$ cat src/rtl/iram_pkg.sv
// Shared types and constants for the loadable instruction RAM.
package iram_pkg;

  typedef enum logic [1:0] {
    EMPTY = 2'd0,
    LOAD  = 2'd1,
    RUN   = 2'd2
  } state_t;

  // Wide all-zero word; users narrow it with a width cast to their INSTR_W.
  localparam int unsigned NOP_MAX_W = 64;
  localparam logic [NOP_MAX_W-1:0] NOP = '0;

  function automatic int unsigned idx_w(input int unsigned depth);
    return (depth > 1) ? $clog2(depth) : 1;
  endfunction

endpackage

$ cat src/rtl/iram_fetch_unit_if.sv
// Program-load and fetch bus between the loader/control unit and the instruction RAM.
interface iram_fetch_unit_if #(
  parameter int unsigned INSTR_W = 8,
  parameter int unsigned ADDR_W  = 8
);
  logic               loadStart;
  logic               loadValid;
  logic [INSTR_W-1:0] loadData;
  logic               loadDone;
  logic               FETCH;
  logic [ADDR_W-1:0]  iAddr;
  logic [INSTR_W-1:0] instr;
  logic               instrValid;
  logic               fetchErr;
  logic               ready;
  logic [ADDR_W:0]    loadCount;
  logic               loadOvf;

  modport master (
    output loadStart, loadValid, loadData, loadDone, FETCH, iAddr,
    input  instr, instrValid, fetchErr, ready, loadCount, loadOvf
  );

  modport slave (
    input  loadStart, loadValid, loadData, loadDone, FETCH, iAddr,
    output instr, instrValid, fetchErr, ready, loadCount, loadOvf
  );
endinterface

$ cat src/rtl/iram_array.sv
// Simple dual-port storage: one synchronous write port, one synchronous read port, no reset.
module iram_array #(
  parameter int unsigned INSTR_W = 8,
  parameter int unsigned DEPTH   = 256,
  parameter int unsigned AW      = 8
) (
  input  logic               clk,
  input  logic               we,
  input  logic [AW-1:0]      waddr,
  input  logic [INSTR_W-1:0] wdata,
  input  logic               re,
  input  logic [AW-1:0]      raddr,
  output logic [INSTR_W-1:0] rdata
);
  logic [INSTR_W-1:0] mem_q [DEPTH];
  logic [INSTR_W-1:0] rdata_q;

  // Read register holds its value when no read is issued.
  always_ff @(posedge clk) begin
    if (we) mem_q[waddr] <= wdata;
    if (re) rdata_q <= mem_q[raddr];
  end

  assign rdata = rdata_q;
endmodule

$ cat src/rtl/iram_fetch_unit.sv
// Loadable instruction RAM: boot-loader write stream, registered fetch with bounds reporting.
module iram_fetch_unit
  import iram_pkg::*;
#(
  parameter int unsigned INSTR_W = 8,
  parameter int unsigned ADDR_W  = 8,
  parameter int unsigned DEPTH   = 256
) (
  input logic              clk,
  input logic              rst,
  iram_fetch_unit_if.slave bus
);
  localparam int unsigned AW = idx_w(DEPTH);
  localparam int unsigned CW = ADDR_W + 1;
  localparam logic [CW-1:0] DEPTH_C = CW'(DEPTH);

  state_t          state_q, state_d;
  logic [CW-1:0]   cnt_q, cnt_d;
  logic            ovf_q, ovf_d;
  logic            valid_q, valid_d;
  logic            err_q, err_d;
  logic            ready_q, ready_d;
  logic            nop_q, nop_d;
  logic            accept_c, in_range_c, full_c, we_c, re_c;
  logic [INSTR_W-1:0] rdata;

  iram_array #(
    .INSTR_W (INSTR_W),
    .DEPTH   (DEPTH),
    .AW      (AW)
  ) u_array (
    .clk   (clk),
    .we    (we_c),
    .waddr (cnt_q[AW-1:0]),
    .wdata (bus.loadData),
    .re    (re_c),
    .raddr (bus.iAddr[AW-1:0]),
    .rdata (rdata)
  );

  // Next-state, load counter and fetch response.
  always_comb begin
    state_d = state_q;
    cnt_d   = cnt_q;
    ovf_d   = ovf_q;
    nop_d   = nop_q;

    full_c     = (cnt_q == DEPTH_C);
    in_range_c = ({1'b0, bus.iAddr} < cnt_q);
    accept_c   = (state_q == RUN) && bus.FETCH;
    we_c       = (state_q == LOAD) && bus.loadValid && !bus.loadStart && !full_c;
    re_c       = accept_c && in_range_c;

    valid_d = accept_c;
    err_d   = accept_c && !in_range_c;
    if (accept_c) nop_d = !in_range_c;

    if (bus.loadStart) begin
      state_d = LOAD;
      cnt_d   = '0;
      ovf_d   = 1'b0;
    end else if (state_q == LOAD) begin
      if (we_c) cnt_d = cnt_q + CW'(1);
      if (bus.loadValid && full_c) ovf_d = 1'b1;
      if (bus.loadDone) state_d = RUN;
    end

    ready_d = (state_d == RUN);
  end

  always_ff @(posedge clk) begin
    if (rst) begin
      state_q <= EMPTY;
      cnt_q   <= '0;
      ovf_q   <= 1'b0;
      valid_q <= 1'b0;
      err_q   <= 1'b0;
      ready_q <= 1'b0;
      nop_q   <= 1'b1;
    end else begin
      state_q <= state_d;
      cnt_q   <= cnt_d;
      ovf_q   <= ovf_d;
      valid_q <= valid_d;
      err_q   <= err_d;
      ready_q <= ready_d;
      nop_q   <= nop_d;
    end
  end

  // Error fetches (and reset) present NOP; the read register keeps the last good word.
  assign bus.instr      = nop_q ? INSTR_W'(NOP) : rdata;
  assign bus.instrValid = valid_q;
  assign bus.fetchErr   = err_q;
  assign bus.ready      = ready_q;
  assign bus.loadCount  = cnt_q;
  assign bus.loadOvf    = ovf_q;
endmodule
$ cat src/flat_wrapper.sv
// flat-port wrapper written by rule: the top's interface ports become plain ports
module iram_fetch_unit_flat import iram_pkg::*;
#(
  parameter int unsigned INSTR_W = 8,
  parameter int unsigned ADDR_W  = 8,
  parameter int unsigned DEPTH   = 256
)
  (clk, rst, bus_loadStart, bus_loadValid, bus_loadData, bus_loadDone, bus_FETCH, bus_iAddr, bus_instr, bus_instrValid, bus_fetchErr, bus_ready, bus_loadCount, bus_loadOvf);
  iram_fetch_unit_if #(.INSTR_W(INSTR_W), .ADDR_W(ADDR_W)) bus_i ();
  input logic clk;
  input logic rst;
  input wire logic [$bits(bus_i.loadStart)-1:0] bus_loadStart;
  input wire logic [$bits(bus_i.loadValid)-1:0] bus_loadValid;
  input wire logic [$bits(bus_i.loadData)-1:0] bus_loadData;
  input wire logic [$bits(bus_i.loadDone)-1:0] bus_loadDone;
  input wire logic [$bits(bus_i.FETCH)-1:0] bus_FETCH;
  input wire logic [$bits(bus_i.iAddr)-1:0] bus_iAddr;
  output wire logic [$bits(bus_i.instr)-1:0] bus_instr;
  output wire logic [$bits(bus_i.instrValid)-1:0] bus_instrValid;
  output wire logic [$bits(bus_i.fetchErr)-1:0] bus_fetchErr;
  output wire logic [$bits(bus_i.ready)-1:0] bus_ready;
  output wire logic [$bits(bus_i.loadCount)-1:0] bus_loadCount;
  output wire logic [$bits(bus_i.loadOvf)-1:0] bus_loadOvf;
  assign bus_i.loadStart = bus_loadStart;
  assign bus_i.loadValid = bus_loadValid;
  assign bus_i.loadData = bus_loadData;
  assign bus_i.loadDone = bus_loadDone;
  assign bus_i.FETCH = bus_FETCH;
  assign bus_i.iAddr = bus_iAddr;
  assign bus_instr = bus_i.instr;
  assign bus_instrValid = bus_i.instrValid;
  assign bus_fetchErr = bus_i.fetchErr;
  assign bus_ready = bus_i.ready;
  assign bus_loadCount = bus_i.loadCount;
  assign bus_loadOvf = bus_i.loadOvf;
  iram_fetch_unit #(.INSTR_W(INSTR_W), .ADDR_W(ADDR_W), .DEPTH(DEPTH)) u_core (.clk(clk), .rst(rst), .bus(bus_i));
endmodule
$ cat config.mk
export PLATFORM = sky130hd
export DESIGN_NAME = iram_fetch_unit_flat
export DESIGN_NICKNAME = d
export VERILOG_FILES = /design/src/rtl/iram_pkg.sv /design/src/rtl/iram_fetch_unit_if.sv /design/src/rtl/iram_array.sv /design/src/rtl/iram_fetch_unit.sv /design/src/flat_wrapper.sv
export SDC_FILE = /design/constraint.sdc
export NUM_CORES = 2
export LEC_CHECK = 0
export ABC_CLOCK_PERIOD_IN_PS = 3800
export BUFFER_PORTS_ARGS = -buffer_cell sky130_fd_sc_hd__buf_2
export CORE_AREA = 5 5 389 487
export CTS_BUF_LIST = sky130_fd_sc_hd__clkbuf_16
export CTS_CLUSTER_SIZE = 28
export DETAILED_ROUTE_END_ITERATION = 10
export DIE_AREA = 0 0 394 492
export PLACE_DENSITY = 0.7
export REMOVE_ABC_BUFFERS = 1
export SLEW_MARGIN = 20
export SYNTH_ARGS = -nofsm -noshare
export SYNTH_HDL_FRONTEND = slang
export SYNTH_HIERARCHICAL = 1
export SYNTH_SLANG_ARGS = --single-unit
$ cat constraint.sdc
create_clock -name clk -period 3.8 [get_ports clk]
set_input_delay 0.19 -clock clk [delete_from_list [all_inputs] [get_ports clk]]
set_output_delay 0.19 -clock clk [all_outputs]
set_load 0.005 [all_outputs]
; Word-level counts from Yosys, hierarchy flattened
; Memories as Yosys holds them, arrays and structs flattened. A register that Yosys moved wholly into a read port is not among the register bits.
; Cells that the tools add are included.
[classes]
reduce_logical = 13
eq_ne = 4
n_mux = 6
addsub = 1
order_cmp = 1
[op_table]
columns = cell, n
row1 = "9-bit by 1-bit adder with 9-bit output, second input constant", 1
row2 = "9-bit equality test, second input constant", 1
row3 = 8-bit by 9-bit less-than comparator with 1-bit output, 1
row4 = 8-bit two-way mux, 1
row5 = 1-bit logical AND, 7
row6 = 2-bit two-way mux, 3
row7 = "2-bit equality test, second input constant", 2
row8 = 2-bit AND reduction, 2
row9 = 1-bit zero test, 3
row10 = "2-bit by 1-bit equality test with 1-bit output, second input constant", 1
row11 = 1-bit two-way mux, 2
row12 = 2-bit OR reduction, 1
[totals]
out_inout_bits = 21
mem_count = 1
reg_bits = 16
wordCells = 33
ram_bits = 2048
input_bits = 22
[mem_list]
columns = name, words, width, read_ports, rd_ports_with_merged_regs, wr, line
row1 = u_core.u_array.mem_q, 256, 8, 1, 1, 1, iram_array.sv:15  ; logic [INSTR_W-1:0] mem_q [DEPTH];

; Longest topological paths before layout
[logic_depth]
depth_word = 6
mapped_depth = 11
depth_no_buf = 6

; Cells and area by module
; Netlist, hierarchy kept.
[modules_own_cells]
columns = mod, cells_each, instances, area_per_inst_um2, seq_area_each_um2
row1 = iram_array, 3733, 1, 79636.4, 61739.2
row2 = iram_fetch_unit, 107, 1, 942.2, 320.3

; Worst setup path before layout
; Ideal clock, no wire load.
[synth_timing]
path_type = register to register
start = register u_core.cnt_q[0], in the netlist u_core/bus.loadCount[0]
end = memory u_core.u_array.mem_q[234][0], enable pin
path_stages_with_launch = 10
path_buffers = 3
t_required_ps = 3430
setup_ps = 370
setup_slack_ps = 997
arrival_ps = 2432
period_less_slack_ps = 2803
cell_sequence = dfxtp_1 inv_1 ha_1 nor4bb_1 a21boi_2 clkbuf_1 buf_1 nand3_1 clkbuf_1 nor2_1
[synth_between]
elab_chain_len = 5
[synth_rtl]
columns = element, line
row1 = "start, declared", iram_fetch_unit.sv:18  ; logic [CW-1:0] cnt_q, cnt_d;
row2 = "start signal, assigned", iram_fetch_unit.sv:82  ; cnt_q <= cnt_d;
row3 = 9-bit equality test, iram_fetch_unit.sv:48  ; full_c = (cnt_q == DEPTH_C);
row4 = 1-bit zero test, iram_fetch_unit.sv:51  ; we_c = (state_q == LOAD) && bus.loadValid && !bus.loadStart && !full_c;
row5 = 1-bit logical AND, iram_fetch_unit.sv:51
row6 = via u_core.we_c, iram_fetch_unit.sv:24  ; logic accept_c, in_range_c, full_c, we_c, re_c;
row7 = 1-bit two-way mux, iram_array.sv:20  ; if (we) mem_q[waddr] <= wdata;
row8 = 1-bit two-way mux (not written as such), iram_array.sv:20
row9 = "end, declared", iram_array.sv:15
; The timed path passes the listed nets, and every way through them passes these cells.

; Final worst setup path
[layout_timing]
start = register u_core.cnt_q[5], in the netlist u_core/bus.loadCount[5]
end = memory u_core.u_array.mem_q[174][0], enable pin
[layout_between]
elab_chain_len = 5
[layout_rtl]
columns = element, line
row1 = 9-bit equality test, iram_fetch_unit.sv:48
row2 = 1-bit zero test, iram_fetch_unit.sv:51
row3 = 1-bit logical AND, iram_fetch_unit.sv:51
row4 = 1-bit two-way mux, iram_array.sv:20
row5 = 1-bit two-way mux (not written as such), iram_array.sv:20
; Several ways; a longest one is shown, not always the timed one.

==> impl_summary.md <==
CTS
The clock reaches the later pin of the worst-skew pair after 810 ps. The worst-case clock buffer depth is 3. Clock-pin slew was measured on the worst setup and hold paths at 60 ps.

The CTS buffer count is 178. The post-CTS setup-driven buffer insertion count is 0. The CTS tree is built. The sink count of the clock tree is 2072. The number of levels the H-tree was split into is 4. Clock tree synthesis selected as its root buffer the cell sky130_fd_sc_hd__clkbuf_16.

Synthesis
Sorting the synthesized cells by area gives the leading types as sky130_fd_sc_hd__edfxtp_1 (77%), sky130_fd_sc_hd__mux4_2 (13%), sky130_fd_sc_hd__mux2i_1 (1.7%), sky130_fd_sc_hd__nor2_1 (1.4%), sky130_fd_sc_hd__a22oi_1 (1.2%). The most instantiated library cell after synthesis is sky130_fd_sc_hd__edfxtp_1. Yosys mapped a number of flops with a built-in enable equal to 2056. Of the synthesized area, sequential elements account for 0.770. The combined area of all synthesized cells is 80600 µm². Summed over all instances, the cell type with the most area after synthesis is sky130_fd_sc_hd__edfxtp_1. In the synthesized netlist, the cells that appear most often are sky130_fd_sc_hd__edfxtp_1 (2056), sky130_fd_sc_hd__mux4_2 (454), sky130_fd_sc_hd__nor2_1 (294). After synthesis, the netlist uses 65 different library cells. The share of flip-flops with an asynchronous set or reset after synthesis is 0.

A synthesized cell averages 21.0 µm². The synthesized design contains 2072 register bits. Yosys printed 6 warnings. Synthesis handed over a netlist of 3840 instances. The top-area cell type share of the netlist area is 0.766. The most instantiated flip-flop cell in the synthesis netlist is sky130_fd_sc_hd__edfxtp_1.

Routing
For this block, the routed nets add up to 195 mm of wire. Dividing the detail-routed via count by the number of cells gives 6.01. The number of DRC violations after detailed routing is 0. The average detailed-routed wire length per instance is 29.1 µm. The number of violations reported at the end of detailed-routing iteration 0 is 4920.

The first-pass detailed-route iteration total is 6. Across all layers, the routed design uses 40347 vias. The count of nets left with antenna violations once routing finished came out at 0.

Pwr
The peak ir drop on the vdd network is 0.463 mV. The total design power is 45.1 mW. The power density over the cells is 495 nW/µm². The reported leakage power is 28.6 nW.

STA
The post-route clock period utilization is 0.852. The worst slew slack as a fraction of its limit is 0.225. The final-report max-slew violation count is 0. The number of hold violations in the final report is 0. The post-route minimum period is 3240 ps. Setup violations remaining at the end of the flow were counted as 0.

Timing would allow up to 309 MHz. The post-route worst hold slack is 4.59 ps. The setup TNS is 0 ps. Setup repair after global routing left no endpoint under its margin.

The slew at the pin closest to its max-slew limit is 1160 ps. For the final database, setup skew stands at 33.4 ps. The final worst-path setup slack is 564 ps.

Cells and area
Counting the fill cells in the layout gives 14553. The area used by sequential logic in the layout is 62100 µm². Excluding fillers, the count of instances in the completed layout stands at 6716. The total area of multi-input combinational cells is 17100 µm².

The share of post-route cells with drive strength above 1 is 0.253. The post-route cell area is 91100 µm². From synthesis to final layout, the design area changed by 13.1%. At the end of the flow the core is filled with cells to 0.493.

The final net count is 4182.

Floorplan
The floorplan has 177 rows. The height of the chip is 492 µm. The initial utilization of the core area, before any placement, comes to 0.436. Measured along the x axis, the die boundary spans 394 µm. The total I/O pin count is 43. The floorplan die area is 194000 µm².

In this run the standard cell core region covers 185000 µm².

Global routing
The total global routing track utilization is 0.199. The total overflow left after global routing is 0. The largest net degree at the start of global routing is 144. The number of global-route vias before repair was 40889. The initial antenna violation count is 3. The first-pass GRT wire length is 286 mm.

Setup path
The nature of the critical path startpoint is a flop. The setup path with the least slack is of type flop to flop. Along the worst path, the maximum fanout reaches 16.

The data required time of the critical path is 4220 ps. The endpoint type of the worst setup path is a flop. The critical path data arrival time is 3660 ps.

Flow run
The count of max-cap constraint violations is 0.

Hold path
The type of the tightest min-delay check is input port to flop.

Placed design
The worst slack after detailed placement is 151 ps. The final HPWL from detailed placement is 124 mm. The placed instances occupy a cell area of 85300 µm². During placement, the flow inserted port buffers numbering 42. The placed cell count is 6375. The congestion estimate from routability-driven global placement came to 0.838.

Status
The run finished with clean final reports.
## final timing paths
path	startpoint	to	slack [ps]	depth (start not counted)
setup / recovery	u_core/bus.loadCount[5]	u_core/u_array/mem_q[174][0]	560	3
hold / removal	bus_loadData[6]	u_core/u_array/mem_q[255][6]	5	1
setup reg to reg	u_core/bus.loadCount[5]	u_core/u_array/mem_q[174][0]	560	3
hold reg to reg	u_core/bus.loadOvf	u_core/bus.loadOvf	490	2
## flip-flops by register name, indices dropped and copies added (netlist names)
| signal | cells |
|---|---|
| u_core/state_q | 2 |
| u_core/nop_q | 1 |
| u_core/bus.loadOvf | 1 |
| u_core/bus.fetchErr | 1 |
| u_core/u_array/mem_q | 2048 |
| u_core/bus.instrValid | 1 |
| u_core/u_array/rdata | 8 |
| u_core/bus.loadCount | 9 |
| u_core/bus.ready | 1 |
## what timing repair did
action | CTS | global route
endpoints found under the hold margin | 164 | 0
gates resized for setup | 0 | 0
hold buffers | 12 | 0
## cells in the final DEF (no fill, tap or decap), types with 12 or more instances in the layout
master / n
sky130_fd_sc_hd__buf_4: 280
sky130_fd_sc_hd__nand2_1: 36
sky130_fd_sc_hd__a221oi_1: 13
sky130_fd_sc_hd__mux4_2: 454
sky130_fd_sc_hd__edfxtp_1: 2056
sky130_fd_sc_hd__clkinv_1: 38
sky130_fd_sc_hd__a21oi_1: 102
sky130_fd_sc_hd__nor2b_1: 38
sky130_fd_sc_hd__nor2_1: 291
sky130_fd_sc_hd__clkbuf_16: 181
sky130_fd_sc_hd__inv_1: 47
sky130_fd_sc_hd__o221ai_1: 46
sky130_fd_sc_hd__a211oi_1: 19
sky130_fd_sc_hd__dfxtp_1: 16
sky130_fd_sc_hd__a22oi_1: 133
sky130_fd_sc_hd__nor3_1: 23
sky130_fd_sc_hd__buf_12: 33
sky130_fd_sc_hd__dlygate4sd3_1: 12
sky130_fd_sc_hd__buf_2: 30
sky130_fd_sc_hd__nor4_1: 21
sky130_fd_sc_hd__nand4_1: 12
sky130_fd_sc_hd__clkinv_2: 35
sky130_fd_sc_hd__o22ai_1: 29
sky130_fd_sc_hd__nand3_1: 36
sky130_fd_sc_hd__mux2i_1: 135
sky130_fd_sc_hd__bufinv_16: 18
## worst max-delay path, stage by stage (launching register included)
cell and delay [ps]:
sky130_fd_sc_hd__dfxtp_1 650, sky130_fd_sc_hd__nor2b_1 580, sky130_fd_sc_hd__nand3_1 630, sky130_fd_sc_hd__nor2_1 980
## final cells by class
class                           instances  share of cell area
Antenna cell                            3           0.0000824
Clock buffer                          181              0.0497
Clock inverter                        145              0.0131
Inverter                               12            0.000494
Multi-Input combinational cell       1522               0.187
Sequential cell                      2072               0.681
Tap cell                             2416              0.0332
Timing Repair Buffer                  365              0.0349
## cells by family (layout without fill, tap and decap cells)
kind of cell,after synthesis,after routing,synth area share
adder cells (fa/ha/maj),9,9,0.00140
AND/OR/NAND/NOR,512,512,0.0295
other,0,3,0
multiplexers,592,592,0.144
AO/OA/AOI/OAI,403,403,0.0352
buffers and inverters,246,703,0.0186
flip-flops,2072,2072,0.770
XOR/XNOR,6,6,0.000652
## routing by layer
metal | up-vias | routed length, µm | global-route usage
li1 | 16663 | - | -
met1 | 21395 | 72200 | 0.257
met2 | 1931 | 101000 | 0.344
met3 | 358 | 14300 | 0.0297
met4 | 0 | 7950 | 0.0776
met5 | - | 0 | 0
## power breakdown
group	internal (mW)	switching, mW
clock network	9.89	7.96
registers	25.1	0.00279
logic	0.804	1.36
(Power assumes the default switching activity.)
